--- config.mk ---
export PLATFORM = sky130hd
export DESIGN_NAME = sub_33_serial
export DESIGN_NICKNAME = d
export VERILOG_FILES = /design/src/rtl/sub_33_serial.sv
export SDC_FILE = /design/constraint.sdc
export NUM_CORES = 1
export LEC_CHECK = 0
export CORE_AREA = 2 2 104 126
export DETAILED_ROUTE_END_ITERATION = 10
export DIE_AREA = 0 0 106 128
export PLACE_DENSITY = 0.84
export SYNTH_ARGS = -nofsm -noshare
export SYNTH_HDL_FRONTEND = slang
export SYNTH_SLANG_ARGS = --single-unit
--- constraint.sdc ---
create_clock -name clk -period 1.86 [get_ports clk]
set_clock_uncertainty 0.05 [all_clocks]
set_input_delay 0.279 -clock clk [delete_from_list [all_inputs] [get_ports clk]]
set_output_delay 0.279 -clock clk [all_outputs]
set_load 0.005 [all_outputs]
--- src/rtl/sub_33_serial.sv ---
// sub_33_serial: multi-cycle subtractor computing a - b - bin one DIGIT-bit
// slice per clock. Subtraction is done as a + ~b + ~bin. The operands are
// zero-padded up to a whole number of slices. Because the padding is zero in
// both a and ~b, the carry out of bit WIDTH-1 lands in pad bit WIDTH and does
// not propagate any further.
module sub_33_serial #(
  parameter int WIDTH = 33,
  parameter int DIGIT = 4
) (
  input  logic             clk,
  input  logic             reset,
  input  logic             start,
  input  logic [WIDTH-1:0] a,
  input  logic [WIDTH-1:0] b,
  input  logic             bin,
  output logic             busy,
  output logic             done,
  output logic [WIDTH-1:0] diff,
  output logic             bout,
  output logic             overflow
);

  localparam int NSL = (WIDTH + DIGIT - 1) / DIGIT;
  localparam int PW  = NSL * DIGIT;
  localparam int CW  = (NSL > 1) ? $clog2(NSL) : 1;
  localparam logic [CW-1:0] LAST_K = CW'(NSL - 1);

  typedef enum logic [1:0] {
    IDLE = 2'd0,
    RUN  = 2'd1,
    DONE = 2'd2
  } state_t;

  state_t          state_r;
  state_t          state_nxt_s;

  logic [PW-1:0]   a_r;
  logic [PW-1:0]   nb_r;
  logic [PW-1:0]   res_r;
  logic            carry_r;
  logic [CW-1:0]   cnt_r;
  logic            a_msb_r;
  logic            b_msb_r;

  logic [WIDTH-1:0] nb_in_s;
  logic             accept_s;
  logic             last_s;
  logic [DIGIT:0]   slice_s;
  logic [PW+DIGIT:0] ext_s;
  logic [PW:0]      full_s;
  logic [WIDTH-1:0] diff_fin_s;
  logic             final_c_s;

  // One slice of the ripple: x + y + carry-in, with the carry-out in the top bit.
  function automatic logic [DIGIT:0] slice_add(input logic [DIGIT-1:0] x,
                                               input logic [DIGIT-1:0] y,
                                               input logic             ci);
    slice_add = {1'b0, x} + {1'b0, y} + {{DIGIT{1'b0}}, ci};
  endfunction

  // State register; reset overrides any in-flight operation.
  always_ff @(posedge clk) begin
    if (reset) begin
      state_r <= IDLE;
    end else begin
      state_r <= state_nxt_s;
    end
  end

  // Next-state decode: IDLE -> RUN on start, RUN for NSL slices, one DONE cycle.
  always_comb begin
    state_nxt_s = state_r;
    accept_s    = (state_r == IDLE) && start;
    last_s      = (state_r == RUN) && (cnt_r == LAST_K);
    case (state_r)
      IDLE: begin
        if (accept_s) begin
          state_nxt_s = RUN;
        end else begin
          state_nxt_s = IDLE;
        end
      end
      RUN: begin
        if (last_s) begin
          state_nxt_s = DONE;
        end else begin
          state_nxt_s = RUN;
        end
      end
      DONE:    state_nxt_s = IDLE;
      default: state_nxt_s = IDLE;
    endcase
  end

  // Slice adder and the view of the full result once the current slice is
  // shifted in from the top. This view is complete on the last slice.
  always_comb begin
    nb_in_s    = ~b;
    slice_s    = slice_add(a_r[DIGIT-1:0], nb_r[DIGIT-1:0], carry_r);
    ext_s      = {slice_s, res_r};
    full_s     = ext_s[PW+DIGIT:DIGIT];
    diff_fin_s = full_s[WIDTH-1:0];
    final_c_s  = full_s[WIDTH];
  end

  // Datapath: capture the operands, step one slice per RUN cycle, and publish
  // the results only when entering DONE.
  always_ff @(posedge clk) begin
    if (reset) begin
      a_r      <= {PW{1'b0}};
      nb_r     <= {PW{1'b0}};
      res_r    <= {PW{1'b0}};
      carry_r  <= 1'b0;
      cnt_r    <= {CW{1'b0}};
      a_msb_r  <= 1'b0;
      b_msb_r  <= 1'b0;
      busy     <= 1'b0;
      done     <= 1'b0;
      diff     <= {WIDTH{1'b0}};
      bout     <= 1'b0;
      overflow <= 1'b0;
    end else begin
      case (state_r)
        IDLE: begin
          done <= 1'b0;
          if (accept_s) begin
            a_r     <= PW'(a);
            nb_r    <= PW'(nb_in_s);
            res_r   <= {PW{1'b0}};
            carry_r <= ~bin;
            cnt_r   <= {CW{1'b0}};
            a_msb_r <= a[WIDTH-1];
            b_msb_r <= b[WIDTH-1];
            busy    <= 1'b1;
          end else begin
            busy    <= 1'b0;
          end
        end
        RUN: begin
          a_r     <= a_r >> DIGIT;
          nb_r    <= nb_r >> DIGIT;
          res_r   <= full_s[PW-1:0];
          carry_r <= slice_s[DIGIT];
          cnt_r   <= cnt_r + CW'(1);
          busy    <= 1'b1;
          if (last_s) begin
            diff     <= diff_fin_s;
            bout     <= ~final_c_s;
            overflow <= (a_msb_r != b_msb_r) && (diff_fin_s[WIDTH-1] != a_msb_r);
            done     <= 1'b1;
          end else begin
            done     <= 1'b0;
          end
        end
        DONE: begin
          done <= 1'b0;
          busy <= 1'b0;
        end
        default: begin
          done <= 1'b0;
          busy <= 1'b0;
        end
      endcase
    end
  end

endmodule

==> results.md, run 1 <==
* Gate power share at 11.5%
* Total Nets Final at slightly below 800
* Most frequent cells in the layout: 144 x dfxtp_1, 105 x clkdlybuf4s50_1, 61 x nor2_1
* Worst hold-check path type: in2reg
* N_diodes at 0
* Peak Freq at 562.4 MHz
* Vias in the first global route at between 4000 and 5000
* Setup Viol. Count Final at 0
* Critical path data required time at ~2.1 ns
* Root buffer cell: clkbuf_16
* Worst path depth at 5
* CP top delay family: adder cells
* WS Path Type: reg2reg
* Sequential fraction of the synthesis area at between 50% and 60%
* Clk Latency, worst-skew pair at around 0.41 ns
* Syn Area/Cell at between 9 and 10 um2
* Chip height at 128 um
* Share of layout cells above drive strength 1 at 10.64%
* Total CTS buffers at 17
* Row cnt at 45
* HPWL Detailed at 9.325 mm
* Initial core utilization at a little under half
* Worst Path Buf+Inv at 0
* Max Cap Viol at 0
* GR Util All Layers at 20.78%
* Worst Hold Depth at 2
* EDFF count, synth at 0
* Sink Count at 144
* Critical Path Sink Type: flip-flop
* Fraction of registers with async set/reset at 0%
* Worst Max-Slew Pin Slew at between 0.4 and 0.5 ns
* H-tree Lvls at 4
* Worst-path clk slew at 0.06 ns
* Status: complete, no violations
* Netlist area before placement at 5642 um2
* Crit path largest cell delay at 0.41 ns
* CTS tree: built
* Internal power at 6.223 mW
* Post-DRT Antenna Nets at 0
* Most common cell after layout, fill and taps aside: dfxtp_1
* Clock power frac at 46.5%
* Core ar. at 12440 um2
* Die ar. at ~14000 um2
* Period Utilization, post-route at 95.60%
* Switching pwr at ~1.9 mW
* Max_slew headroom at between 60% and 70%
* Antenna violations before repair at 0
* Max Transition Viols Final at 0
* Syn. warnings at 0
* Reg power frac at 42.0%
* Largest net degree at the start of global routing at 47
* IO buf count at 106
* Lkg Pwr at 2.871 nW
* Place WS at -0.01423 ns
* DR pass1 iterations at 5
* Final core occ at 60.67%
* Setup slack after layout at 0.08175 ns
* Worst R2R Path Depth at 5
* Arrival time worst endpoint at 2.03 ns
* Switch share at around 23%
* Synth-to-Final Area Change at 33.82%
* Routability congestion estimate from global placement at 0.8351
* Post-route minimum period at 1.778 ns
* Final Power at about 8.1 mW
* Post-DR vias/cell at about 5.7
* Unique masters post-synth at 38
* Most used DFF post-synth: dfxtp_1
* Slowest CP cell: fa_2
* First-pass GRT wire length at 22.87 mm
* Die W at approximately 110 um
* Top Ports at 107
* Vias at around 5000
* CTS Buffer Depth at 2
* Power per cell area at roughly 1100 nW/um2
* Max FO, Critical Path at 2
* Residual DRC at 0
* Max VDD drop at 584.8 uV
* Grt ovf at 0
* Number of DRC markers in iteration 0 at slightly below 300
* Final wirelength at 13.90 mm
* Cell Chain, Critical Path: fa_2 -> fa_1 -> a21o_1 -> a211oi_2 -> o2bb2ai_1
* Synth Register Bits at 144
* Post-Synthesis Cells at 615
* Final Hold Fails at 0
* CP Launch Type: flip-flop
* Routed len/inst at 15.83 um
* Syn_nets at a little under 700
==> per-layer routing <==
layer  share of wire, %  global-route usage [%]
met1                 41                   25.06
met3                5.5                   5.186
met5                  0                       0
met2                 52                   35.67
met4                1.8                   8.050
==> registers in the layout, indices dropped and copies added (netlist names), 2 cells and up <==
signal	flops
a_r	33
diff	33
nb_r	33
res_r	32
cnt_r	4
state_r	2
==> kinds of logic after synthesis <==
group | count (synthesis) | share of synthesized area, %
xor gates and xnor gates | 1 | 0.1553
adders and majority gates | 7 | 1.819
AOI/OAI and AO/OA | 242 | 29.36
buffers and inverters | 95 | 7.185
and+or+nand+nor | 126 | 10.38
DFF | 144 | 51.10
==> path summary, 6_finish.rpt <==
kind                            slack, ns             startpoint                     to
worst max register to register       0.08   carry_r$_SDFFE_PP0P_   carry_r$_SDFFE_PP0P_
worst min-delay path                 0.23                  reset   a_msb_r$_SDFFE_PP0P_
worst min register to register       0.42  nb_r[30]$_SDFFE_PP0P_  nb_r[30]$_SDFFE_PP0P_
worst max-delay path                 0.08   carry_r$_SDFFE_PP0P_   carry_r$_SDFFE_PP0P_
==> per-stage QoR <==
step	hold slack, ns	setup TNS [ns]	instances	cell area [um2]
detailed placement	0.4016	-0.01423	847	6878
CTS	0.2035	0	878	7542
finish	0.2312	0	878	7550
global route	0.2385	-0.01714	878	7550
floorplan	0.3167	0	615	5642
global placement	0.4040	0	847	6878
==> cell usage after synthesis, types with 2 or more instances <==
library cell	count	area share [%]
a22o_1	36	5.6
nand2_1	7	0.47
clkbuf_1	23	1.5
buf_2	30	2.7
buf_4	3	0.40
and3b_1	2	0.31
a211oi_2	10	2.2
nor2b_1	3	0.33
dfxtp_1	144	51
o2bb2ai_1	4	0.62
a211oi_1	50	6.7
nand3_1	37	3.3
a21oi_1	40	3.5
fa_1	2	0.71
nand2b_1	3	0.33
nor3b_1	3	0.40
inv_1	32	2.1
o21ai_0	37	3.3
nor2_1	61	4.1
nor3_1	4	0.35
ha_1	5	1.1
buf_1	6	0.40
o22ai_1	58	6.4
==> power by group through the flow <==
stage	Combinational (mW)	Clock, mW	Sequential (mW)
floorplan	0.607	0	3.41
global placement	0.874	0	3.44
detailed placement	0.913	0	3.45
CTS	0.923	3.79	3.39
global route	1.02	3.93	3.41
finish	0.928	3.75	3.39
==> layout make-up <==
cell class	instances	area, um2
fill	1008	4893
sequential	144	2883
multi-input combinational	376	2375
timing repair buffer	130	1301
clock buffer	21	480.5
tap	164	205.2
clock inverter	10	181.4
inverter	33	123.9
==> what timing repair did <==
action                                  CTS  global route
endpoints found under the setup margin    1             9
pin swaps                                 0             1
buffers inserted                          0             0
hold buffers                              0             0
gates resized for setup                   1             2
(Power assumes the default switching activity.)
==> run 2, diff against run 1 <==
==> config.mk (replaced) <==
export PLATFORM = sky130hd
export DESIGN_NAME = sub_33_serial
export DESIGN_NICKNAME = d
export VERILOG_FILES = /design/src/rtl/sub_33_serial.sv
export SDC_FILE = /design/constraint.sdc
export NUM_CORES = 1
export LEC_CHECK = 0
export CORE_AREA = 2 2 112 136
export DETAILED_ROUTE_END_ITERATION = 10
export DIE_AREA = 0 0 114 138
export PLACE_DENSITY = 0.66
export SYNTH_ARGS = -nofsm -noshare
export SYNTH_HDL_FRONTEND = slang
export SYNTH_SLANG_ARGS = --single-unit
==> results.md, run 2 (same netlist as run 1, synthesis figures left out) <==
* Post-route minimum period at 1.749 ns
* Largest regs: a_r: 33 flops, diff: 33 flops, nb_r: 33 flops
* Final core occ at 51.83%
* CP Launch Type: flip-flop
* IO buf count at approximately 110
* Routability congestion estimate from global placement at 0.8232
* Synth-to-Final Area Change at 34.04%
* Row cnt at 49
* Max_slew headroom at 66.53%
* Post-DR vias/cell at ~5.4
* Switching pwr at 1.941 mW
* Total Nets Final at 779
* # fillers at around 1400
* Period Utilization, post-route at 94.01%
* Vias at 4859
* CTS Buffer Depth at 2
* Switch share at 24.37%
* RSZ-0062 raised after global routing: false
* Worst R2R Path Depth at 5
* First-pass GRT wire length at between 20 and 25 mm
* Vias in the first global route at 4403
* Worst hold-check path type: in2reg
* Grt ovf at 0
* DP Area at 6908 um2
* Largest net degree at the start of global routing at 60
* Worst r2r dst: carry_r$_SDFFE_PP0P_
* DR pass1 iterations at 6
* Max VDD drop at 476.9 uV
* Arrival time worst endpoint at between 1.5 and 2 ns
* Power per cell area at approximately 1100 nW/um2
* Internal power at roughly 6 mW
* Critical path data required time at 2.11 ns
* Peak Freq at between 500 and 600 MHz
* Core ar. at 14590 um2
* Initial core utilization at 38.66%
* Most frequent cells in the layout: 144 x dfxtp_1, 105 x clkdlybuf4s50_1, 61 x nor2_1
* Worst Max-Slew Pin Slew at about 0.5 ns
* Setup Viol. Count Final at 0
* Max Transition Viols Final at 0
* Post-DRT Antenna Nets at 0
* Status: complete, no violations
* Max FO, Critical Path at 2
* Setup crit start: a_r[0]$_SDFFE_PP0P_
* HPWL Detailed at 8.939 mm
* Sink Count at 144
* Reg power frac at 42.5%
* Final Hold Fails at 0
* Gate power share at between 10% and 20%
* Crit path capture: carry_r$_SDFFE_PP0P_
* Lkg Pwr at about 2.9 nW
* H-tree Lvls at 4
* Total CTS buffers at 17
* Die W at 114 um
* Clock power frac at 45.8%
* Root buffer cell: clkbuf_16
* GR Util All Layers at 16.87%
* N_diodes at 0
* Max Cap Viol at 0
* Number of DRC markers in iteration 0 at ~230
* Final wirelength at 13.36 mm
* Die ar. at 15730 um2
* Worst hold slack at 0.1831 ns
* Reg-to-Reg Start: a_r[0]$_SDFFE_PP0P_
* Top Ports at roughly 110
* Share of layout cells above drive strength 1 at 10.77%
* Residual DRC at 0
* WS Path Type: reg2reg
* Critical Path Sink Type: flip-flop
* Worst-path clk slew at approximately 0.060 ns
* Worst R2R Setup Slack at 0.11 ns
* CTS tree: built
* Chip height at approximately 140 um
* Hold buffers post-CTS at 0
* Most common cell after layout, fill and taps aside: dfxtp_1
* Antenna violations before repair at 0
* Clk Latency, worst-skew pair at ~0.4 ns
* Post-route design area at 7562 um2
* Routed len/inst at 14.96 um
[run 2: critical path, stage by stage (launching register included)]
cell       delay [ns]
dfxtp_1          0.33
fa_2             0.41
fa_2             0.35
a21o_1           0.19
a211oi_2         0.21
o2bb2ai_1        0.09
[run 2: layout make-up]
type | instances | area [um2] | area share (%)
clock buffers | 18 | 439.2 | 5.807
clock inverters | 14 | 205.2 | 2.713
inverters | 33 | 123.9 | 1.638
multi-input cells | 376 | 2375 | 31.40
flip-flops and latches | 144 | 2883 | 38.12
well taps | 178 | 222.7 | 2.945
repair buffers | 130 | 1314 | 17.37
[run 2: per-layer routing]
layer | vias to the layer above | routed length, um | global-route usage [%] | share of wire [%]
met5 | - | 0 | 0 | 0
met4 | 0 | 240 | 5.199 | 1.8
met3 | 20 | 598 | 4.691 | 4.5
met2 | 128 | 6289 | 26.03 | 47
met1 | 2284 | 6235 | 22.95 | 47
li1 | 2427 | - | - | -
[run 2: through the flow]
stage / setup TNS (ns) / setup WS [ns] / std cells / total power [mW]
floorplan: 0 / 0.06577 / 615 / 4.020
global placement: 0 / 0.03946 / 861 / 4.345
detailed placement: -0.02083 / -0.02083 / 861 / 4.373
CTS: 0 / 0.02365 / 893 / 8.029
global route: 0 / 0.04181 / 893 / 8.310
finish: 0 / 0.1113 / 893 / 7.964
[run 2: power by group through the flow]
stage	Clock [mW]	Combinational, mW	Sequential (mW)
after CTS	3.71	0.936	3.38
final	3.65	0.936	3.38
after floorplan	0	0.607	3.41
after global routing	3.88	1.03	3.40
after detailed placement	0	0.928	3.45
after global placement	0	0.907	3.44
[run 2: worst min-delay path by stage]
| stage | depth (start not counted) | from | slack [ns] | end |
|---|---|---|---|---|
| after floorplan | 1 | b[29] | 0.32 | nb_r[29]$_SDFFE_PP0P_ |
| after global placement | 1 | nb_r[29]$_SDFFE_PP0P_ | 0.40 | nb_r[29]$_SDFFE_PP0P_ |
| after detailed placement | 1 | nb_r[29]$_SDFFE_PP0P_ | 0.40 | nb_r[29]$_SDFFE_PP0P_ |
| after CTS | 2 | reset | 0.17 | b_msb_r$_SDFFE_PP0P_ |
| after global routing | 2 | reset | 0.19 | b_msb_r$_SDFFE_PP0P_ |
| final | 2 | reset | 0.18 | b_msb_r$_SDFFE_PP0P_ |
[run 2: repair_timing]
item | CTS | global route
setup endpoints to repair | 1 | 1
buffers inserted | 0 | 0
gates resized for setup | 1 | 2
endpoints found under the hold margin | 0 | 0
